==> config.mk <==
export PLATFORM = sky130hd
export DESIGN_NAME = mult_div_unit
export DESIGN_NICKNAME = d
export VERILOG_FILES = /design/src/rtl/mult_div_unit.sv
export SDC_FILE = /design/constraint.sdc
export NUM_CORES = 2
export LEC_CHECK = 0
export BUFFER_PORTS_ARGS = -buffer_cell sky130_fd_sc_hd__clkbuf_2
export CELL_PAD_IN_SITES_DETAIL_PLACEMENT = 0
export CELL_PAD_IN_SITES_GLOBAL_PLACEMENT = 1
export CORE_MARGIN = 2
export CORE_UTILIZATION = 46
export DETAILED_ROUTE_END_ITERATION = 6
export GPL_TIMING_DRIVEN = 0
export PLACE_DENSITY_LB_ADDON = 0.1
export REMOVE_ABC_BUFFERS = 1
export SYNTH_ARGS = -nofsm -noshare
export SYNTH_HDL_FRONTEND = slang
export SYNTH_SLANG_ARGS = --single-unit
==> constraint.sdc <==
create_clock -name Clk -period 27.7 [get_ports Clk]
set_clock_uncertainty 0.1 [all_clocks]
set_input_delay 8.31 -clock Clk [delete_from_list [all_inputs] [get_ports Clk]]
set_output_delay 8.31 -clock Clk [all_outputs]
set_load 0.1 [all_outputs]
==> src/rtl/mult_div_unit.sv <==
// Iterative multiply/divide unit with architectural HI/LO for the MIPS execute stage.
// Optional build macro MDU_EARLY_TERM_EN: multiplies stop once no multiplier bits remain.
module mult_div_unit #(
    parameter int WIDTH = 32,
    parameter int CNT_W = 6
) (
    input  logic             Clk,
    input  logic             Reset,
    input  logic             Start,
    input  logic [2:0]       Op,
    input  logic [WIDTH-1:0] A,
    input  logic [WIDTH-1:0] B,
    input  logic             Flush,
    output logic [WIDTH-1:0] Hi,
    output logic [WIDTH-1:0] Lo,
    output logic             Busy,
    output logic             Done,
    output logic             DivZero
);
    localparam logic [2:0] OP_MULT  = 3'b000;
    localparam logic [2:0] OP_MULTU = 3'b001;
    localparam logic [2:0] OP_DIV   = 3'b010;
    localparam logic [2:0] OP_DIVU  = 3'b011;
    localparam logic [2:0] OP_MADD  = 3'b100;
    localparam logic [2:0] OP_MSUB  = 3'b101;
    localparam logic [2:0] OP_MTHI  = 3'b110;
    localparam logic [2:0] OP_MTLO  = 3'b111;

    typedef enum logic [1:0] {S_IDLE, S_RUN, S_FIX} state_t;

    state_t               r_state;
    logic [CNT_W-1:0]     r_cnt;
    logic [2:0]           r_op;
    logic [2*WIDTH-1:0]   r_mcand;
    logic [WIDTH-1:0]     r_mplier;
    logic [2*WIDTH-1:0]   r_prod;
    logic [WIDTH-1:0]     r_rem;
    logic [WIDTH-1:0]     r_dvd;
    logic [WIDTH-1:0]     r_dsr;
    logic [WIDTH-1:0]     r_a_raw;
    logic                 r_neg_p;
    logic                 r_neg_a;
    logic                 r_dz;
    logic [WIDTH-1:0]     r_hi;
    logic [WIDTH-1:0]     r_lo;
    logic                 r_busy;
    logic                 r_done;
    logic                 r_divzero;

    function automatic logic [WIDTH-1:0] f_cneg(input logic neg, input logic [WIDTH-1:0] v);
        return neg ? -v : v;
    endfunction

    function automatic logic [2*WIDTH-1:0] f_cneg2(input logic neg, input logic [2*WIDTH-1:0] v);
        return neg ? -v : v;
    endfunction

    logic                 w_sgn;
    logic                 w_is_div_start;
    logic [WIDTH-1:0]     w_a_mag;
    logic [WIDTH-1:0]     w_b_mag;
    logic                 w_is_div;
    logic [WIDTH:0]       w_shift;
    logic                 w_ge;
    logic [WIDTH-1:0]     w_diff;
    logic [2*WIDTH-1:0]   w_prod_s;
    logic [2*WIDTH-1:0]   w_hilo;
    logic                 w_last;

    assign w_sgn          = (Op == OP_MULT) || (Op == OP_DIV) || (Op == OP_MADD) || (Op == OP_MSUB);
    assign w_is_div_start = (Op == OP_DIV) || (Op == OP_DIVU);
    assign w_a_mag        = f_cneg(w_sgn && A[WIDTH-1], A);
    assign w_b_mag        = f_cneg(w_sgn && B[WIDTH-1], B);
    assign w_is_div       = (r_op == OP_DIV) || (r_op == OP_DIVU);

    // Restoring step: the shifted partial remainder is one bit wider than the divisor.
    assign w_shift  = {r_rem, r_dvd[WIDTH-1]};
    assign w_ge     = w_shift >= {1'b0, r_dsr};
    assign w_diff   = w_shift[WIDTH-1:0] - r_dsr;
    assign w_prod_s = f_cneg2(r_neg_p, r_prod);
    assign w_hilo   = {r_hi, r_lo};

`ifdef MDU_EARLY_TERM_EN
    assign w_last = (r_cnt == CNT_W'(WIDTH - 1)) || (!w_is_div && (r_mplier[WIDTH-1:1] == '0));
`else
    assign w_last = (r_cnt == CNT_W'(WIDTH - 1));
`endif

    always_ff @(posedge Clk or posedge Reset) begin
        if (Reset) begin
            r_state   <= S_IDLE;
            r_cnt     <= '0;
            r_op      <= '0;
            r_mcand   <= '0;
            r_mplier  <= '0;
            r_prod    <= '0;
            r_rem     <= '0;
            r_dvd     <= '0;
            r_dsr     <= '0;
            r_a_raw   <= '0;
            r_neg_p   <= 1'b0;
            r_neg_a   <= 1'b0;
            r_dz      <= 1'b0;
            r_hi      <= '0;
            r_lo      <= '0;
            r_busy    <= 1'b0;
            r_done    <= 1'b0;
            r_divzero <= 1'b0;
        end else begin
            r_done <= 1'b0;
            case (r_state)
                S_IDLE: begin
                    if (Start && !Flush) begin
                        r_divzero <= 1'b0;
                        if (Op == OP_MTHI) begin
                            r_hi <= A;
                        end else if (Op == OP_MTLO) begin
                            r_lo <= A;
                        end else begin
                            r_op     <= Op;
                            r_mcand  <= {{WIDTH{1'b0}}, w_a_mag};
                            r_mplier <= w_b_mag;
                            r_prod   <= '0;
                            r_rem    <= '0;
                            r_dvd    <= w_a_mag;
                            r_dsr    <= w_b_mag;
                            r_a_raw  <= A;
                            r_neg_p  <= w_sgn && (A[WIDTH-1] ^ B[WIDTH-1]);
                            r_neg_a  <= w_sgn && A[WIDTH-1];
                            r_dz     <= w_is_div_start && (B == '0);
                            r_cnt    <= '0;
                            r_busy   <= 1'b1;
                            r_state  <= S_RUN;
                        end
                    end
                end
                // RUN: one multiplier bit or one quotient bit per edge
                S_RUN: begin
                    if (Flush) begin
                        r_busy  <= 1'b0;
                        r_state <= S_IDLE;
                    end else begin
                        if (w_is_div) begin
                            r_rem <= w_ge ? w_diff : w_shift[WIDTH-1:0];
                            r_dvd <= {r_dvd[WIDTH-2:0], w_ge};
                        end else begin
                            if (r_mplier[0]) r_prod <= r_prod + r_mcand;
                            r_mcand  <= r_mcand << 1;
                            r_mplier <= r_mplier >> 1;
                        end
                        r_cnt <= r_cnt + CNT_W'(1);
                        if (w_last) r_state <= S_FIX;
                    end
                end
                // FIX: sign correction and architectural write-back
                S_FIX: begin
                    r_busy  <= 1'b0;
                    r_state <= S_IDLE;
                    if (!Flush) begin
                        r_done <= 1'b1;
                        if (w_is_div) begin
                            r_divzero <= r_dz;
                            if (r_dz) begin
                                r_hi <= r_a_raw;
                                r_lo <= '1;
                            end else begin
                                r_hi <= f_cneg(r_neg_a, r_rem);
                                r_lo <= f_cneg(r_neg_p, r_dvd);
                            end
                        end else if (r_op == OP_MADD) begin
                            {r_hi, r_lo} <= w_hilo + w_prod_s;
                        end else if (r_op == OP_MSUB) begin
                            {r_hi, r_lo} <= w_hilo - w_prod_s;
                        end else begin
                            {r_hi, r_lo} <= w_prod_s;
                        end
                    end
                end
                default: begin
                    r_busy  <= 1'b0;
                    r_state <= S_IDLE;
                end
            endcase
        end
    end

    assign Hi      = r_hi;
    assign Lo      = r_lo;
    assign Busy    = r_busy;
    assign Done    = r_done;
    assign DivZero = r_divzero;
endmodule

# Word level (Yosys, flattened, before mapping)
# Cells that the tools add are included.
[totals]
register_bits = 369
latch_bits = 0
n_memories = 0
rom_bits = 0
ram_bits = 0
[classes]
n_bitwise = 3
muxes = 76
n_shift = 0
n_reduce_logical = 26
magnitude_cmp = 1
div_mod_pow = 0
addsub = 10
eq_ne = 26
n_mul = 0
[ops]
columns = ["op", "count"]
rows = [
  ["32-bit two-way mux", 35],
  ["64-bit two-way mux", 12],
  ["32-bit case mux with 2 select lines", 5],
  ["64-bit case mux with 2 select lines", 2],
  ["64-bit adder", 2],
  ["32-bit negation", 4],
  ["64-bit negation", 1],
  ["64-bit subtractor", 1],
  ["33-bit by 32-bit >= comparator with 1-bit output", 1],
  ["32-bit zero test", 1],
  ["32-bit subtractor", 1],
  ["6-bit two-way mux", 4],
  ["2-bit inequality test, second input constant", 12],
  ["4-bit AND reduction", 5],
  ["3-bit equality test, second input constant", 6],
  ["3-bit by 2-bit equality test with 1-bit output, second input constant", 4],
  ["6-bit case mux with 2 select lines", 1],
  ["6-bit AND reduction", 2],
  ["2-bit two-way mux", 5],
  ["5-bit AND reduction", 2],
  ["1-bit two-way mux", 9],
  ["7-bit AND reduction", 1],
  ["6-bit by 1-bit adder with 6-bit output, second input constant", 1],
  ["6-bit by 5-bit equality test with 1-bit output, second input constant", 1],
  ["13 further kinds", 24],
]

# Logic depth before layout (Yosys ltp)
[logic_depth]
word_depth = 10
ltp_mapped = 26
ltp_nobuf = 25

# Worst setup path after synthesis
# OpenSTA, ideal clock, no wires.
[synth_path]
path_kind = "in2reg"
from = "in A[18]"
to = "reg r_dvd[29]"
setup_ps = 126
arrival_time_ps = 10512
path_slack_ps = 16962
stages = 10
path_cell_list = "clkbuf_1 > or4_1 > nor4_1 > nand2b_1 > or3_1 > nor3_1 > a21oi_1 > xnor2_1 > nor3_1 > a221o_1"
[synth_between]
elab_chain_len = 6
[synth_lines]
columns = ["item", "line_no", "rtl"]
rows = [
  ["from (decl)", "11", "input logic [WIDTH-1:0] A,"],
  ["32-bit negation", "51", "return neg ? -v : v;"],
  ["32-bit two-way mux", "51", ""],
  ["32-bit two-way mux", "117", "end else if (Op == OP_MTLO) begin"],
  ["32-bit two-way mux", "115", "if (Op == OP_MTHI) begin"],
  ["32-bit two-way mux", "113", "if (Start && !Flush) begin"],
  ["32-bit case mux with 2 select lines", "111", "case (r_state)"],
  ["to (signal assigned)", "125", "r_dvd <= w_a_mag;"],
  ["to (signal assigned)", "145", "r_dvd <= {r_dvd[WIDTH-2:0], w_ge};"],
  ["to (decl)", "38", "logic [WIDTH-1:0] r_dvd;"],
]
# No other way between the ends. The select of a mux whose other input is x is not followed.
# A chain may end at the register's enable or synchronous reset.

# Worst setup path after layout
[layout_path]
from = "in Op[2]"
to = "reg r_hi[30] (netlist: Hi[30])"
[layout_between]
elab_chain_len = 3
[layout_lines]
columns = ["item", "line_no", "rtl"]
rows = [
  ["from (decl)", "10", "input logic [2:0] Op,"],
  ["3-bit equality test", "115", ""],
  ["2-bit inequality test (no line)", "-", ""],
  ["4-bit AND reduction (no line)", "-", ""],
  ["to (signal assigned)", "164", "r_hi <= r_a_raw;"],
  ["to (signal assigned)", "167", "r_hi <= f_cneg(r_neg_a, r_rem);"],
  ["to (signal assigned)", "171", "{r_hi, r_lo} <= w_hilo + w_prod_s;"],
  ["to (decl)", "44", "logic [WIDTH-1:0] r_hi;"],
]
# No other way between the ends.

==> run_results.csv <==
group,metric,value,unit
outcome,status,"complete, no violations",
synthesis,yosys_warnings,0,
placement,half_perimeter_wire_length_after_placement,92.33,mm
worst_setup_path,worst_path_max_delay_cell,"nand2_1",
hold_path,worstHoldPathType,"register to register",
synthesis,ys_seq_area_share,28.26,%
final_layout,final_layout_size_suffix_gt1_share,7.209,%
power_and_ir_drop,leakagePower,16.50,nW
sta,hold_ws,0.3748,ns
synthesis,synthFlopType,"dfrtp_1",
worst_setup_path,path_class,"input pin to register",
final_layout,final-instance-count-excl-fill,5240,
cts,post_cts.repair.setup_buffers,0,
synthesis,synth.ff_latch_count,369,
final_layout,area_growth_syn_to_layout,9.756,%
cts,clk_pin_slew,0.06,ns
final_layout,final.fill_count,7080,
cts,insertion_delay,0.60,ns
worst_setup_path,critical_path.startpoint_type,"input pin",
route,post_drt_wl_per_cell,22.80,microns
power_and_ir_drop,powerDensity,100.3,nW/um^2
hold_path,hold_path_startpoint,"r_a_raw[10]$_DFFE_PP0P_",
flow_run,cap_violations,0,
synthesis,synth-async-reset-ratio,100.0,%
floorplan,start_util,46.58,%
worst_setup_path,r2r_end,"Hi[29]$_DFFE_PP0P_",
synthesis,avg_synthesized_cell_area,7.598,sq um
sta,report.final.setup_viol,0,
final_layout,fin_util,51.13,%
cts,ctsHoldBuffers,0,
final_layout,antenna_cells,0,
worst_setup_path,cp-end-kind,"register",
cts,ctsLongestPathBuffers,3,
cts,cts_num_sinks,369,
floorplan,boundaryPins,138,
final_layout,design_area,35870,sq um
cts,htree_num_levels,2,
synthesis,netlist_area,32680,sq um
floorplan,core.rowCount,97,
cts,tritoncts,"yes",
hold_path,min_delay_worst_endpoint,"r_a_raw[10]$_DFFE_PP0P_",
cts,cts-resized-gates,0,
synthesis,post_synth_inst_count,4301,
grt,pin_count_of_the_biggest_net_entering_global_routing,101,
sta,final.min_clock_period,11.83,ns
worst_setup_path,critical_path.reg2reg.startpoint,"r_prod[0]$_DFFE_PP0P_",
worst_setup_path,timing.reg2reg.setup_slack,19.57,ns
sta,slew-limit-headroom,19.27,%
cts,cts_buffers,44,
final_layout,final_nets,4559,
placement,place.gp.congestion,0.9753,
final_layout,layout.area.seq,9251,sq um
sta,rsz0062_at_grt,"false",
floorplan,die_area,73190,sq um
grt,antenna_found_initial,1,
worst_setup_path,critPathLaunch,"Op[2]",
placement,placed_cells_incl_taps,5163,
route,route.antenna.remaining_nets,0,
grt,grt_pass1_vias,29760,
sta,hold_violations,0,
floorplan,fp.dieW,270.5,microns
final_layout,multi_input_gate_area,21870,sq um
route,detailedRoute.firstIterationViolations,3277,
worst_setup_path,worst_ep_required,28.08,ns
route,drt-vias-per-instance,6.099,
route,routed_wl,119.5,mm
sta,post_route_setup_tns,0,ns
grt,grt_first_pass_wirelength,183.8,mm
placement,place.port_buffers,137,
worst_setup_path,worstPathMaxFanout,19,
route,detailroute.via_count,31960,
placement,area_post_placement,34370,sq um
synthesis,yosys.cell_types.count,91,
cts,clockRootBuffer,"clkbuf_16",
sta,tightest_slew,1.206,ns
sta,fmax,84.52,MHz
power_and_ir_drop,max-vdd-ir-drop,0.05715,mV
worst_setup_path,crit_path_max_incr_delay,0.91,ns
floorplan,fp.coreArea,70150,sq um
worst_setup_path,crit_path_cell_trace,"clkbuf_2 -> a41oi_1 -> nor3_2 -> nand2_1 -> clkinv_1 -> nand3_1 -> nor4_1 -> a31oi_1 -> o211ai_1",
worst_setup_path,r2r_cells,25,
sta,min_period_over_period,42.71,%
floorplan,chipHeight,270.5,microns
grt,grt_overflow,0,
synthesis,post_synth_edffs,0,
grt,grt_usage,32.04,%
worst_setup_path,critical_path_arrival,12.22,ns
sta,final_max_slew_viol_count,0,
route,drtPass1Iterations,7,
route,drcViolationCount,0,
hold_path,worst_hold_path.num_cells,2,
## power by group
| group | internal [W] | switching, W | total (W) |
|---|---|---|---|
| logic | 0.000714 | 0.00146 | 0.00218 |
| registers | 0.000644 | 0.000158 | 0.000802 |
| clock network | 0.000365 | 0.000253 | 0.000617 |
## registers in the layout, summed over array words and instances (netlist names)
signal,cells
Busy,1
DivZero,1
Done,1
Hi,32
Lo,32
r_a_raw,32
r_cnt,6
r_dsr,32
r_dvd,32
r_dz,1
r_mcand,64
r_mplier,32
r_neg_a,1
r_neg_p,1
r_op,3
r_prod,64
r_rem,32
r_state,2
## stage by stage
step	total power [W]	setup WS, ns
floorplan	0.002319	9.044
global placement	0.002924	3.968
detailed placement	0.002925	15.53
CTS	0.003555	16.12
global route	0.003826	15.87
finish	0.003596	15.87
## cell usage after synthesis, drive strengths merged (31+ instances only)
library cell / instances / area share, %
nor3: 72 / 1.1
ha: 215 / 8.2
a31oi: 66 / 1.3
o21ai: 406 / 6.2
a21oi: 386 / 5.9
buf: 33 / 0.42
xnor2: 194 / 5.2
a211oi: 41 / 0.96
xor2: 137 / 3.7
clkbuf: 212 / 2.4
nand2: 617 / 7.1
mux2i: 48 / 1.5
nand4: 44 / 0.86
or3: 31 / 0.59
nand3: 92 / 1.4
a21o: 103 / 2.4
nor4: 39 / 0.85
inv: 198 / 2.3
nor2: 384 / 4.4
nand2b: 43 / 0.82
o211ai: 35 / 0.80
dfrtp: 369 / 28
o21bai: 45 / 1.0
o31ai: 59 / 1.4
## routing by layer
metal	GRT usage, %	vias to the layer above	routed length (microns)
met5	0	-	14
li1	-	15380	-
met2	48.28	1181	50640
met3	4.864	185	9104
met4	10.98	2	4526
met1	46.57	15210	55170
## layout by cell type (no fill, tap or decap), types with 30 or more instances in the layout
cell / netlist / layout
nor2_1: 384 / 379
o31ai_1: 59 / 59
nand3_1: 92 / 91
o21bai_1: 45 / 45
ha_1: 215 / 215
mux2i_1: 48 / 48
dfrtp_1: 369 / 363
nor3_1: 71 / 70
nand4_1: 43 / 43
inv_1: 198 / 197
a21o_1: 103 / 101
a31oi_1: 66 / 66
clkbuf_2: 0 / 137
a211oi_1: 40 / 40
nand2_1: 617 / 616
o21ai_0: 399 / 397
o21a_1: 30 / 30
nand2b_1: 43 / 41
clkbuf_16: 0 / 46
xor2_1: 137 / 137
o211ai_1: 35 / 35
nor4_1: 35 / 35
xnor2_1: 194 / 194
a21oi_1: 385 / 383
or3_1: 31 / 31
## kinds of logic (layout without fill, tap and decap cells)
family	count (synthesis)	count (layout)	share of synthesized area (%)
adder cells (fa/ha/maj)	219	219	8.477
buffers and inverters	449	448	5.196
multiplexers	53	53	1.643
flip-flops	369	369	28.26
AO/OA/AOI/OAI	1423	1423	27.49
XOR/XNOR	331	331	8.871
AND/OR/NAND/NOR	1457	1457	20.07
## worst max-delay path by stage
stage	endpoint	slack [ns]	depth (start not counted)
5_1_grt	Hi[30]$_DFFE_PP0P_	15.87	9
2_1_floorplan	Busy$_DFFE_PP0P_	9.04	1
4_1_cts	Hi[30]$_DFFE_PP0P_	16.12	9
3_5_place_dp	Hi[30]$_DFFE_PP0P_	15.53	9
6_report	Hi[30]$_DFFE_PP0P_	15.87	9
3_3_place_gp	Done$_DFF_PP0_	3.97	2
## worst max-delay path: cells and delay by family
kind	cells	cell delay [ns]
AO/OA/AOI/OAI	3	0.40
buffers and inverters	2	0.87
AND/OR/NAND/NOR	4	2.60
## cell type report
cell class | instances | area share [%]
inverter | 204 | 2.156
timing repair buffer | 167 | 3.621
tap | 940 | 3.279
sequential | 369 | 25.79
multi-input combinational | 3483 | 60.99
clock inverter | 13 | 0.5163
clock buffer | 64 | 3.649
Note: power is estimated with default switching activity, not from simulation.
